### src/rtl/uart_pkg.sv
// rtl/uart_pkg.sv - shared UART state encodings, constants and helpers
//
// Purpose: definitions shared by uart_rx and uart_tx.
//   uart_state_e : 3-bit FSM state encoding (IDLE, START, DATA, PARITY, STOP, CLEANUP)
//   UART_DATA_W  : data bits per frame
//   UART_MIN_CPB : smallest usable clocks-per-bit value
//   clamp_cpb()  : raises a run-time clocks-per-bit value to UART_MIN_CPB

package uart_pkg;

  typedef enum logic [2:0] {
    ST_IDLE    = 3'd0,
    ST_START   = 3'd1,
    ST_DATA    = 3'd2,
    ST_PARITY  = 3'd3,
    ST_STOP    = 3'd4,
    ST_CLEANUP = 3'd5
  } uart_state_e;

  localparam int unsigned UART_DATA_W  = 8;
  localparam logic [15:0] UART_MIN_CPB = 16'd2;

  // A bit time of 0 or 1 clock cannot be counted by a 0..N-1 counter
  // that needs a distinct last cycle, so small values are raised.
  function automatic logic [15:0] clamp_cpb(input logic [15:0] cpb);
    return (cpb < UART_MIN_CPB) ? UART_MIN_CPB : cpb;
  endfunction

endpackage

### src/rtl/uart_tx_fifo.sv
// rtl/uart_tx_fifo.sv - synchronous FIFO with registered full/empty flags
//
// Purpose: byte queue between the register block and the UART transmitter.
// Parameters:
//   DEPTH  : number of entries, power of two, at least 2
//   WIDTH  : entry width in bits
// Ports:
//   clk_i       : clock
//   rst_ni      : asynchronous active-low reset, empties the FIFO
//   push_i      : write strobe, ignored while full (even with a same-cycle pop)
//   push_data_i : data written on an accepted push
//   pop_i       : read strobe, ignored while empty
//   pop_data_o  : current head entry (valid while not empty)
//   full_o      : registered, FIFO holds DEPTH entries
//   empty_o     : registered, FIFO holds no entries

module uart_tx_fifo #(
  parameter int unsigned DEPTH = 4,
  parameter int unsigned WIDTH = 8
) (
  input  logic             clk_i,
  input  logic             rst_ni,
  input  logic             push_i,
  input  logic [WIDTH-1:0] push_data_i,
  input  logic             pop_i,
  output logic [WIDTH-1:0] pop_data_o,
  output logic             full_o,
  output logic             empty_o
);

  localparam int unsigned PTR_W = $clog2(DEPTH);
  localparam int unsigned CNT_W = $clog2(DEPTH) + 1;

  logic [WIDTH-1:0] mem_q [DEPTH];
  logic [PTR_W-1:0] wr_ptr_q, rd_ptr_q;
  logic [CNT_W-1:0] count_q, count_d;
  logic             full_q, empty_q;
  logic             push_ok, pop_ok;

  // Acceptance uses the registered flags only, so a push into a full FIFO
  // is dropped even when a pop frees an entry in the same cycle.
  assign push_ok = push_i & ~full_q;
  assign pop_ok  = pop_i & ~empty_q;

  always_comb begin
    count_d = count_q + CNT_W'(push_ok) - CNT_W'(pop_ok);
  end

  always_ff @(posedge clk_i or negedge rst_ni) begin
    if (!rst_ni) begin
      wr_ptr_q <= '0;
      rd_ptr_q <= '0;
      count_q  <= '0;
      full_q   <= 1'b0;
      empty_q  <= 1'b1;
    end else begin
      // Pointers wrap naturally because DEPTH is a power of two.
      if (push_ok) wr_ptr_q <= wr_ptr_q + PTR_W'(1);
      if (pop_ok)  rd_ptr_q <= rd_ptr_q + PTR_W'(1);
      count_q <= count_d;
      full_q  <= (count_d == CNT_W'(DEPTH));
      empty_q <= (count_d == '0);
    end
  end

  // Storage needs no reset: entries are only read after being written.
  always_ff @(posedge clk_i) begin
    if (push_ok) mem_q[wr_ptr_q] <= push_data_i;
  end

  assign pop_data_o = mem_q[rd_ptr_q];
  assign full_o     = full_q;
  assign empty_o    = empty_q;

endmodule

### src/rtl/uart_tx.sv
// rtl/uart_tx.sv - UART transmitter, 8N1 (or 8E1) with a byte FIFO
//
// Purpose: queues bytes and serialises them LSB first as start, 8 data,
// optional even parity and stop bit. Bit time is CLKS_PER_BIT clocks,
// latched per frame and raised to at least 2.
// Build option: define UART_TX_PARITY_EN for 8E1 frames (adds the PARITY state).
// Parameters:
//   FIFO_DEPTH   : TX FIFO entries, power of two, at least 2
// Ports:
//   clk_i        : clock
//   rst_ni       : asynchronous active-low reset, abandons any frame and flushes the FIFO
//   tx_en        : allows new frames to start; a frame in flight always completes
//   i_Tx_DV      : write strobe for i_Tx_Byte
//   i_Tx_Byte    : byte to queue
//   CLKS_PER_BIT : clocks per bit
//   o_Tx_Serial  : registered serial line, idles high
//   o_Tx_Active  : high from the first start-bit cycle through the last stop-bit cycle
//   o_Tx_Done    : one-cycle pulse on the last stop-bit cycle
//   o_Tx_Full    : FIFO full
//   o_Tx_Empty   : FIFO empty

module uart_tx
  import uart_pkg::*;
#(
  parameter int unsigned FIFO_DEPTH = 4
) (
  input  logic        clk_i,
  input  logic        rst_ni,
  input  logic        tx_en,
  input  logic        i_Tx_DV,
  input  logic [7:0]  i_Tx_Byte,
  input  logic [15:0] CLKS_PER_BIT,
  output logic        o_Tx_Serial,
  output logic        o_Tx_Active,
  output logic        o_Tx_Done,
  output logic        o_Tx_Full,
  output logic        o_Tx_Empty
);

  uart_state_e            state_q, state_d;
  logic [15:0]            cnt_q, cnt_d;
  logic [15:0]            cpb_q, cpb_d;
  logic [2:0]             bit_idx_q, bit_idx_d;
  logic [UART_DATA_W-1:0] shift_q, shift_d;
  logic                   serial_q, serial_d;
  logic                   active_q, active_d;
  logic                   done_q, done_d;

  logic                   fifo_pop;
  logic                   fifo_full, fifo_empty;
  logic [UART_DATA_W-1:0] fifo_head;
  logic                   bit_end;

  uart_tx_fifo #(
    .DEPTH (FIFO_DEPTH),
    .WIDTH (UART_DATA_W)
  ) u_fifo (
    .clk_i       (clk_i),
    .rst_ni      (rst_ni),
    .push_i      (i_Tx_DV),
    .push_data_i (i_Tx_Byte),
    .pop_i       (fifo_pop),
    .pop_data_o  (fifo_head),
    .full_o      (fifo_full),
    .empty_o     (fifo_empty)
  );

  // Last cycle of the current bit time.
  assign bit_end = (cnt_q == (cpb_q - 16'd1));

  // Line, active and done are computed from the current state and registered,
  // so they trail the state register by one cycle. Every state therefore maps
  // onto exactly its own span of cycles on the pad, and the pad is glitch-free.
  always_comb begin
    state_d   = state_q;
    cnt_d     = cnt_q;
    cpb_d     = cpb_q;
    bit_idx_d = bit_idx_q;
    shift_d   = shift_q;
    serial_d  = 1'b1;
    active_d  = 1'b0;
    done_d    = 1'b0;
    fifo_pop  = 1'b0;

    case (state_q)
      ST_IDLE: begin
        cnt_d     = '0;
        bit_idx_d = '0;
        if (tx_en && !fifo_empty) begin
          fifo_pop = 1'b1;
          shift_d  = fifo_head;
          cpb_d    = clamp_cpb(CLKS_PER_BIT);
          state_d  = ST_START;
        end
      end

      ST_START: begin
        serial_d = 1'b0;
        active_d = 1'b1;
        if (bit_end) begin
          cnt_d   = '0;
          state_d = ST_DATA;
        end else begin
          cnt_d = cnt_q + 16'd1;
        end
      end

      ST_DATA: begin
        serial_d = shift_q[bit_idx_q];
        active_d = 1'b1;
        if (bit_end) begin
          cnt_d = '0;
          if (bit_idx_q == 3'd7) begin
            bit_idx_d = '0;
`ifdef UART_TX_PARITY_EN
            state_d = ST_PARITY;
`else
            state_d = ST_STOP;
`endif
          end else begin
            bit_idx_d = bit_idx_q + 3'd1;
          end
        end else begin
          cnt_d = cnt_q + 16'd1;
        end
      end

`ifdef UART_TX_PARITY_EN
      ST_PARITY: begin
        // Even parity: the parity bit makes the count of ones even.
        serial_d = ^shift_q;
        active_d = 1'b1;
        if (bit_end) begin
          cnt_d   = '0;
          state_d = ST_STOP;
        end else begin
          cnt_d = cnt_q + 16'd1;
        end
      end
`endif

      ST_STOP: begin
        serial_d = 1'b1;
        active_d = 1'b1;
        if (bit_end) begin
          done_d  = 1'b1;
          cnt_d   = '0;
          state_d = ST_CLEANUP;
        end else begin
          cnt_d = cnt_q + 16'd1;
        end
      end

      ST_CLEANUP: begin
        state_d = ST_IDLE;
      end

      default: begin
        state_d = ST_IDLE;
      end
    endcase
  end

  always_ff @(posedge clk_i or negedge rst_ni) begin
    if (!rst_ni) begin
      state_q   <= ST_IDLE;
      cnt_q     <= '0;
      cpb_q     <= UART_MIN_CPB;
      bit_idx_q <= '0;
      shift_q   <= '0;
      serial_q  <= 1'b1;
      active_q  <= 1'b0;
      done_q    <= 1'b0;
    end else begin
      state_q   <= state_d;
      cnt_q     <= cnt_d;
      cpb_q     <= cpb_d;
      bit_idx_q <= bit_idx_d;
      shift_q   <= shift_d;
      serial_q  <= serial_d;
      active_q  <= active_d;
      done_q    <= done_d;
    end
  end

  assign o_Tx_Serial = serial_q;
  assign o_Tx_Active = active_q;
  assign o_Tx_Done   = done_q;
  assign o_Tx_Full   = fifo_full;
  assign o_Tx_Empty  = fifo_empty;

endmodule

### config.mk
export PLATFORM = sky130hd
export DESIGN_NAME = uart_tx
export DESIGN_NICKNAME = d
export VERILOG_FILES = /design/src/rtl/uart_pkg.sv /design/src/rtl/uart_tx_fifo.sv /design/src/rtl/uart_tx.sv
export SDC_FILE = /design/constraint.sdc
export NUM_CORES = 1
export LEC_CHECK = 0
export ABC_AREA = 1
export BUFFER_PORTS_ARGS = -buffer_cell sky130_fd_sc_hd__buf_4
export CAP_MARGIN = 20
export CORE_MARGIN = 2
export CORE_UTILIZATION = 38
export CTS_CLUSTER_SIZE = 16
export DETAILED_ROUTE_END_ITERATION = 16
export GPL_TIMING_DRIVEN = 0
export MAX_ROUTING_LAYER = met4
export PLACE_DENSITY = 0.56
export SYNTH_ARGS = -nofsm -noshare
export SYNTH_HDL_FRONTEND = slang
export SYNTH_SLANG_ARGS = --single-unit
### constraint.sdc
create_clock -name clk_i -period 2.75 [get_ports clk_i]
set_input_delay 0.4125 -clock clk_i [delete_from_list [all_inputs] [get_ports clk_i]]
set_output_delay 0.4125 -clock clk_i [all_outputs]
set_load 0.005 [all_outputs]
==> results list, run 1 <==
- Critical register-to-register path startpoint: u_fifo.empty_o
* Total number of H-tree levels: 3
- The core region is 12,500 um^2.
- Post-synthesis register bit count: 90
* Post-Route Utilization: 44.8%
- The synthesized netlist contains 40 unique library cells.
- At the later pin of the worst-skew pair, clock insertion delay measures 0.35 ns.
- Main synth FF type: sky130_fd_sc_hd__dfrtp_1
- OpenSTA, run right after detailed placement, puts the worst setup slack at -0.426 ns.
- The number of clock buffers added by TritonCTS is 9.
- Buffers placed on the I/O ports in this run total 32.
- The clock passes through at most 2 buffers.
- Largest cells by area after synthesis: sky130_fd_sc_hd__dfrtp_1 (29%), sky130_fd_sc_hd__edfxtp_1 (20%), sky130_fd_sc_hd__nand2_1 (11%)
- Headroom to the max-slew limit came out at 44.1%.
- Routed vias: 3,737
- Counting I/O delays and the setup requirement, the final critical path takes 2.61 ns.
- In the global route stage, overall resource usage came out at 18.1%.
- Cell with the most instances after synthesis: sky130_fd_sc_hd__nand2_1
- Averaged over all synthesized cells, the footprint is 8.52 um^2.
* Mux share of post-synthesis cell area: 0%
* Critical path arrival: 2.88 ns
- Pre-antenna DRT Iters: 4
- Entering global routing, the biggest net connects 59 pins.
- Via count normalized by instance count: 4.74
- Tcrit/Tclk final: 95.1%
* Reg-to-reg slack, setup: 0.14 ns
* Max frequency: 382 MHz
* Post-synthesis cell count: 566
- The top cell type by area accounts for 28.6% of the synthesized area.
- Combinational family with the most area after synthesis: simple AND/OR/NAND/NOR gates
- Max-cap violations in this run came to 0.
- Compound-gate portion of the synthesized area: 9.29%
* Clock tree from TritonCTS: built
- The die covers 13,600 um^2.
- After detailed routing, the average wire length per cell comes to 13.7 um.
- Global-route wire length before repair: 18,300 um
- 0 antenna diodes ended up in the layout.
* Fin worst setup slack: 0.135 ns
- Type of the worst min-delay path: in2async
- Gp weighted congestion: 0.864
* Overall overflow remaining after global route: 0
- Number of max-slew violations in the final report: 0
* Standby leakage power: 0.00252 uW
- Syn nets: 605
- After synthesis, the most frequently instantiated cells are sky130_fd_sc_hd__nand2_1 (138), sky130_fd_sc_hd__inv_1 (72), sky130_fd_sc_hd__nor2_1 (72), sky130_fd_sc_hd__dfrtp_1 (55), sky130_fd_sc_hd__o21ai_0 (39).
- After detailed routing, the total wire length is 10,800 um.
- Along the worst path, the maximum fanout reaches 19.
- From left edge to right edge, the die measures 117 um.
- The worst setup path is captured at a flip-flop.
- At the pin with the least slew margin, the transition time is 0.835 ns.
- In this run, synthesis inferred 32 flip-flops with an integrated enable.
- The area growth from synthesis to layout is 16.3%.
* Number of nets in the layout: 650
- In this run, post-CTS hold repair placed 0 buffers.
- Post-synth top area cell: sky130_fd_sc_hd__dfrtp_1
- The run finished with clean final reports.
- The filler cells instantiated in the layout total 1,252.
- Synth warn: 0
- The tree is rooted in a sky130_fd_sc_hd__clkbuf_16.
- End of the critical path: u_fifo.full_o
* Maximum resistive drop on vdd: 506 uV
- Synthesized-area fraction occupied by xor and xnor cells: 4.54%
- Sinks on Clock Net: 90
- The worst register-to-register path ends at u_fifo.full_o.
- Simple-gate share of the synthesized area: 26.0%
* Number of design-rule violations left by the first detailed-router iteration: 193
- Post-detailed-placement half-perimeter wirelength: 7900 um
* Fraction of registers with async set or reset after synthesis: 64.4%
- Power spread over the standard cell area amounts to 1010 nW/um^2.
- In this run the cell area of the synthesized design comes to 4820 um^2.
- Post-DRT Antenna Nets: 0
- Final hold viol count: 0
- Logic depth of the worst register-to-register path: 12
- The post-route netlist has 14.9% of its cells at a drive strength greater than 1.
- For this design the top-level I/O count stands at 33.
- Clock-pin slew was measured on the worst setup and hold paths at 0.07 ns.
* Starting utilization of the core area: 38.5%
- Worst Path Class, Setup: reg2reg
- Overall power: 5690 uW
* Number of antenna violations at the first check in global routing: 0
- Portion of the post-synthesis area used by sequential elements: 50.1%
- Number of global-route vias before repair: 3,605
* Area share of fa/ha/maj cells after synthesis: 3.01%
- Startpoint of the most critical setup path: u_fifo.empty_o
- Launching element type of the critical path: flip-flop
* Number of rows created at floorplan: 41
- DRC Markers: 0
* Vertical die dimension: 117 um
* Worst hold margin: 0.123 ns
- Critical path required time: 3.02 ns
* Final setup skew: 0.00415 ns
- Setup violations remaining at the end of the flow were counted as 0.
==> routing by layer <==
metal	GRT usage [%]	share of wire, %	vias to the layer above
met4	5.65	0.98	0
met5	-	0	-
li1	-	-	1928
met3	4.10	3.2	7
met2	27.5	47	47
met1	24.2	49	1755
==> layout by cell type, fill, tap and decap left out, types with 2 or more instances in the layout <==
master	netlist	routed
sky130_fd_sc_hd__nand3_1	34	34
sky130_fd_sc_hd__inv_8	0	2
sky130_fd_sc_hd__edfxtp_1	32	32
sky130_fd_sc_hd__o22ai_2	9	9
sky130_fd_sc_hd__nor2_4	2	3
sky130_fd_sc_hd__nand3_2	2	2
sky130_fd_sc_hd__nor2_1	72	70
sky130_fd_sc_hd__or2_2	2	2
sky130_fd_sc_hd__nand2_1	138	137
sky130_fd_sc_hd__o22ai_1	5	5
sky130_fd_sc_hd__nor4_1	5	5
sky130_fd_sc_hd__o21ai_0	39	39
sky130_fd_sc_hd__xnor2_1	8	8
sky130_fd_sc_hd__dfstp_2	3	3
sky130_fd_sc_hd__dfrtp_1	55	55
sky130_fd_sc_hd__inv_6	0	2
sky130_fd_sc_hd__ha_1	10	10
sky130_fd_sc_hd__xor2_1	17	17
sky130_fd_sc_hd__clkbuf_1	7	7
sky130_fd_sc_hd__clkbuf_16	0	9
sky130_fd_sc_hd__nor3_1	6	6
sky130_fd_sc_hd__nand2_4	2	2
sky130_fd_sc_hd__inv_1	72	72
sky130_fd_sc_hd__a21oi_1	8	8
sky130_fd_sc_hd__nand2_2	3	4
sky130_fd_sc_hd__buf_4	0	35
sky130_fd_sc_hd__a31oi_1	4	4
sky130_fd_sc_hd__nand4_1	6	6
sky130_fd_sc_hd__nor2_2	8	9
==> critical path, cell delays in order, from the launching register on <==
cell and delay (ns):
sky130_fd_sc_hd__dfstp_2 0.37, sky130_fd_sc_hd__nor2_1 0.33, sky130_fd_sc_hd__nand2_2 0.12, sky130_fd_sc_hd__inv_1 0.11, sky130_fd_sc_hd__buf_8 0.17, sky130_fd_sc_hd__ha_1 0.24, sky130_fd_sc_hd__inv_1 0.06, sky130_fd_sc_hd__ha_1 0.13
sky130_fd_sc_hd__inv_1 0.05, sky130_fd_sc_hd__fa_1 0.37, sky130_fd_sc_hd__xnor2_1 0.15, sky130_fd_sc_hd__xnor2_1 0.22, sky130_fd_sc_hd__nor3b_2 0.21
==> where the power goes <==
part           internal (uW)  switching, uW  total (uW)
Clock                    630            561        1190
Sequential              1800            285        2080
Combinational            863           1550        2420
==> worst min path at each step <==
stage	startpoint	depth (start not counted)	slack [ns]	endpoint
after floorplan	rst_ni	0	0.12	bit_idx_q[0]
after global placement	u_fifo.count_q[2]	1	0.47	u_fifo.count_q[2]
after detailed placement	u_fifo.count_q[2]	1	0.47	u_fifo.count_q[2]
after CTS	rst_ni	1	0.17	cnt_q[12]
after global routing	rst_ni	1	0.17	cnt_q[12]
final	rst_ni	1	0.12	cnt_q[12]
==> state kept, by name, indices dropped and copies added, names as in the netlist, 2 cells and up <==
signal and cells:
u_fifo.rd_ptr_q 2, u_fifo.wr_ptr_q 2, cnt_q 16, cpb_q 16, u_fifo.count_q 3, u_fifo.mem_q 32, bit_idx_q 3, shift_q 8
state_q 3
==> through the flow <==
stage / std cells / cell area [um^2] / setup TNS (ns)
finish: 788 / 5610 / 0
global route: 788 / 5610 / -0.00450
CTS: 789 / 5610 / 0
detailed placement: 770 / 5280 / -0.930
global placement: 770 / 5280 / -0.801
floorplan: 566 / 4820 / 0
==> final cells by class <==
| type | instances | area, um^2 | area share, % |
|---|---|---|---|
| repair buffers | 35 | 263 | 4.69 |
| flip-flops and latches | 90 | 2420 | 43.1 |
| clock buffers | 9 | 225 | 4.02 |
| inverters | 72 | 270 | 4.82 |
| plain buffers | 11 | 71.3 | 1.27 |
| multi-input cells | 392 | 2080 | 37.2 |
| clock inverters | 7 | 60.1 | 1.07 |
| well taps | 172 | 215 | 3.84 |
==> cells by family (layout without fill, tap and decap cells) <==
logic type / count (synthesis) / count (layout)
fa+ha+maj: 11 / 11
xor+xnor: 25 / 25
simple gates: 285 / 285
compound gates: 71 / 71
buf+inv: 84 / 134
flops: 90 / 90
==> timing repair <==
action	CTS	global route
endpoints found under the setup margin	4	2
setup buffers	3	0
pin swaps	3	1
resized for setup	8	2
No activity file was read; power rests on OpenSTA's default activity.
==> run 2: changes to the inputs <==
- BUFFER_PORTS_ARGS: -buffer_cell sky130_fd_sc_hd__buf_4 -> -buffer_cell sky130_fd_sc_hd__buf_2
- CTS_BUF_LIST: not set -> sky130_fd_sc_hd__clkbuf_8
==> run 2 against run 1 <==
Wire length is 2.0% lower. First-iteration DRC count decreased by 1.0%. Via count rose by 0.94%. Non-clock buffer count is 3 higher. Final area is 2.4% lower. Fmax is 0.69% higher. Clock-buffer cell count is the same. Die area did not move. Critical endpoint unchanged. Largest cell class unchanged. Highest routed layer unchanged.
==> results list, run 2 (synthesis results as in run 1) <==
- Max reg flops: 32 (unchanged)
* Tcrit/Tclk final: 94.4% (-0.65 points)
* Vertical die dimension: 117 um (unchanged)
- Final wirelength: 10,600 um (-2.0%)
- Synth-to-layout area growth: 13.5%
- Final setup violation count: 0 (unchanged)
- The detailed router's first-iteration violation count is 191 (-1.0%).
- Unrepaired setup endpoints after global routing: false
- Post-detailed-placement half-perimeter wirelength: 8000 um (+1.3%)
- Detailed-route wire length per cell: 13.4 um (-2.3%)
- Highest net fanout along the worst path: 13 (-6)
- Final cell count without fillers: 791 (+0.38%)
* Gp weighted congestion: 0.838 (-3.0%)
* Reg-to-reg slack, setup: 0.15 ns (+0.02 ns)
- The largest individual stage delay along the critical path comes from the cell sky130_fd_sc_hd__dfrtp_1.
* Critical path required time: 3.05 ns (+0.03 ns)
- Routed vias: 3,772 (+0.94%)
- Core footprint: 12,500 um^2 (unchanged)
* Max frequency: 385 MHz (+0.69%)
* Worst-Skew Late Latency: 0.38 ns (+0.03 ns)
- The largest clock skew in the final design is 0.0183 ns (+0.0141 ns).
- Root Driver: sky130_fd_sc_hd__clkbuf_8
- The area of the multi-input gates is 2080 um^2 (-0.12%).
- The x dimension of the die is 117 um (unchanged).
- The most numerous cell type found on the critical path is sky130_fd_sc_hd__inv_1.
- Max_cap viols: 0 (unchanged)
- In this design, the largest share of critical-path delay is due to adder cells.
- The final layout net count was 653 (+0.46%).
* Ordered list of cells on the worst path: nor2_2 -> inv_1 -> nor2_2 -> nand2_2 -> inv_2 -> buf_6 -> ha_1 -> inv_1 -> ha_1 -> inv_1 -> fa_1 -> xnor2_1 -> xnor2_1 -> nor3b_2
* Clock tree from TritonCTS: built
- The site row count was 41 (unchanged).
* Number of antenna violations at the first check in global routing: 0 (unchanged)
* Standby leakage power: 0.00248 uW (-1.8%)
* Slew at the pin closest to its max-slew limit: 0.803 ns (-0.0313 ns)
* Pre-antenna DRT Iters: 4 (unchanged)
- The boundary pin count was 33 (unchanged).
* ANT cells: 0 (unchanged)
- Critical path arrival: 2.90 ns (+0.02 ns)
* Fin crit period: 2.60 ns (-0.0179 ns)
- The largest stage delay on the critical path is 0.41 ns (+0.04 ns).
* Clock input transition at the sequential cells of the worst setup and hold paths: 0.11 ns (+0.04 ns)
- Commonest cells after routing, fill and taps aside: sky130_fd_sc_hd__nand2_1 (137), sky130_fd_sc_hd__inv_1 (71), sky130_fd_sc_hd__nor2_1 (69), sky130_fd_sc_hd__dfrtp_1 (55), sky130_fd_sc_hd__o21ai_0 (39)
- DRC Markers: 0 (unchanged)
- Most flop-heavy register: u_fifo.mem_q
- Worst hold margin: 0.0313 ns (-0.0922 ns)
- Placed cell areas: 5220 um^2 (-1.1%)
- Startpoint of the most critical setup path: state_q[0]
- Logic depth of the worst setup path including buffers: 14 (+2)
- The number of cells traversed by the worst register-to-register path came to 14 (+2).
* Ratio of cells with drive above 1 in the final layout: 15.8% (+0.90 points)
- Type of the worst min-delay path: in2async
- Number of max-slew violations in the final report: 0 (unchanged)
- End of the critical path: u_fifo.full_o
- In this run the critical register-to-register path is captured at u_fifo.full_o.
- The final instance area came to 5470 um^2 (-2.4%).
- The clock sink count came to 90 (unchanged).
- Fillcell total: 1,263 (+0.88%)
* Total clock buffers created by CTS: 9 (unchanged)
- Number of global-route vias before repair: 3,547 (-1.6%)
- The worst setup path is launched from a flip-flop.
- The largest registers in the layout are u_fifo.mem_q (32), cnt_q (16), cpb_q (16).
- The total negative slack was 0 ns (unchanged).
- The detailed-route vias per instance came to 4.77 (+0.55%).
- The count of final hold-check violations is 0 (unchanged).
* Kind of capture point of the worst setup path: flip-flop
* Global-route wire length before repair: 17,600 um (-3.6%)
* Power density over the cells: 984 nW/um^2 (-3.0%)
- Worst Path Class, Setup: reg2reg
- The cell total after placement is 771 (+0.13%).
* Max transition margin: 46.2% (+2.1 points)
- The core occupancy in the finished layout is 43.7% (-1.1 points).
- The overall global routing resource usage came to 17.5% (-0.63 points).
- The buffering stage count on the worst path with inverters included was 5 (+1).
* Die Area: 13,600 um^2 (unchanged)
* Maximum resistive drop on vdd: 483 uV (-4.6%)
- In this run the critical register-to-register path is launched from state_q[0].
- The number of levels the H-tree was split into is 3 (unchanged).
* Overall overflow remaining after global route: 0 (unchanged)
- Maximum buffer depth of the clock tree: 2 (unchanged)
* Most frequent standard cell in the layout excluding fill and tap cells: sky130_fd_sc_hd__nand2_1
- The largest net degree at the start of global routing was 33 (-44%).
- Starting utilization of the core area: 38.5% (unchanged)
- The quantity of hold-fixing buffers added after cts came to 0 (unchanged).
- The count of input and output buffers came to 32 (unchanged).
* Post-DRT Antenna Nets: 0 (unchanged)
* Sequential cell area: 2420 um^2 (unchanged)
- The run finished with clean final reports.
[run 2: cell types whose count changed in the layout (fill, tap and decap cells not counted), sizes merged]
cell	before	now
buf	38	41
clkinvlp	1	0
inv	76	77
[run 2: timing repair]
| item | 4_1_cts | 5_1_grt |
|---|---|---|
| resized for setup | 9 | 1 |
| setup buffers | 2 | 3 |
| setup endpoints to repair | 4 | 2 |
| pin swaps | 2 | 3 |
[run 2: area by class of cell]
class,count,area share [%]
Sequential cell,90,44.2
Multi-Input combinational cell,392,38.1
Inverter,72,4.94
Timing Repair Buffer,38,3.98
Tap cell,172,3.94
Clock buffer,9,2.26
Clock inverter,7,1.40
Buffer,11,1.24
[run 2: report_power, final]
| group | switching (uW) | internal (uW) |
|---|---|---|
| combinational | 1540 | 849 |
| sequential | 282 | 1790 |
| clock | 555 | 363 |
[run 2: metal layers]
layer / vias up / global-route usage [%] / wire, um
li1: 1939 / - / -
met1: 1763 / 23.8 / 5230
met2: 56 / 26.3 / 4830
met3: 14 / 2.75 / 331
met4: 0 / 6.82 / 178
met5: - / - / 0
[run 2: worst register-to-register path, delay by kind of cell (launching register included)]
kind | cells | cell delay [ns]
xor gates and xnor gates | 2 | 0.37
and+or+nand+nor | 4 | 0.61
buffers and inverters | 5 | 0.41
adders and majority gates | 3 | 0.73
DFF | 1 | 0.41
[run 2: worst min path at each step]
stage | depth (start not counted) | start | end | slack [ns]
CTS | 1 | rst_ni | cnt_q[10] | 0.05
finish | 1 | rst_ni | cnt_q[10] | 0.03
floorplan | 0 | rst_ni | bit_idx_q[0] | 0.12
global route | 1 | rst_ni | cnt_q[10] | 0.08
detailed placement | 1 | rst_ni | cnt_q[10] | 0.47
global placement | 1 | u_fifo.count_q[2] | u_fifo.count_q[2] | 0.47
[run 2: stage by stage]
step           total power (uW)  setup slack [ns]
6_report                   5380             0.153
3_5_place_dp               4440            -0.405
5_1_grt                    5880           0.00521
3_3_place_gp               4370            -0.370
2_1_floorplan              3820            0.0987
4_1_cts                    5430            0.0103
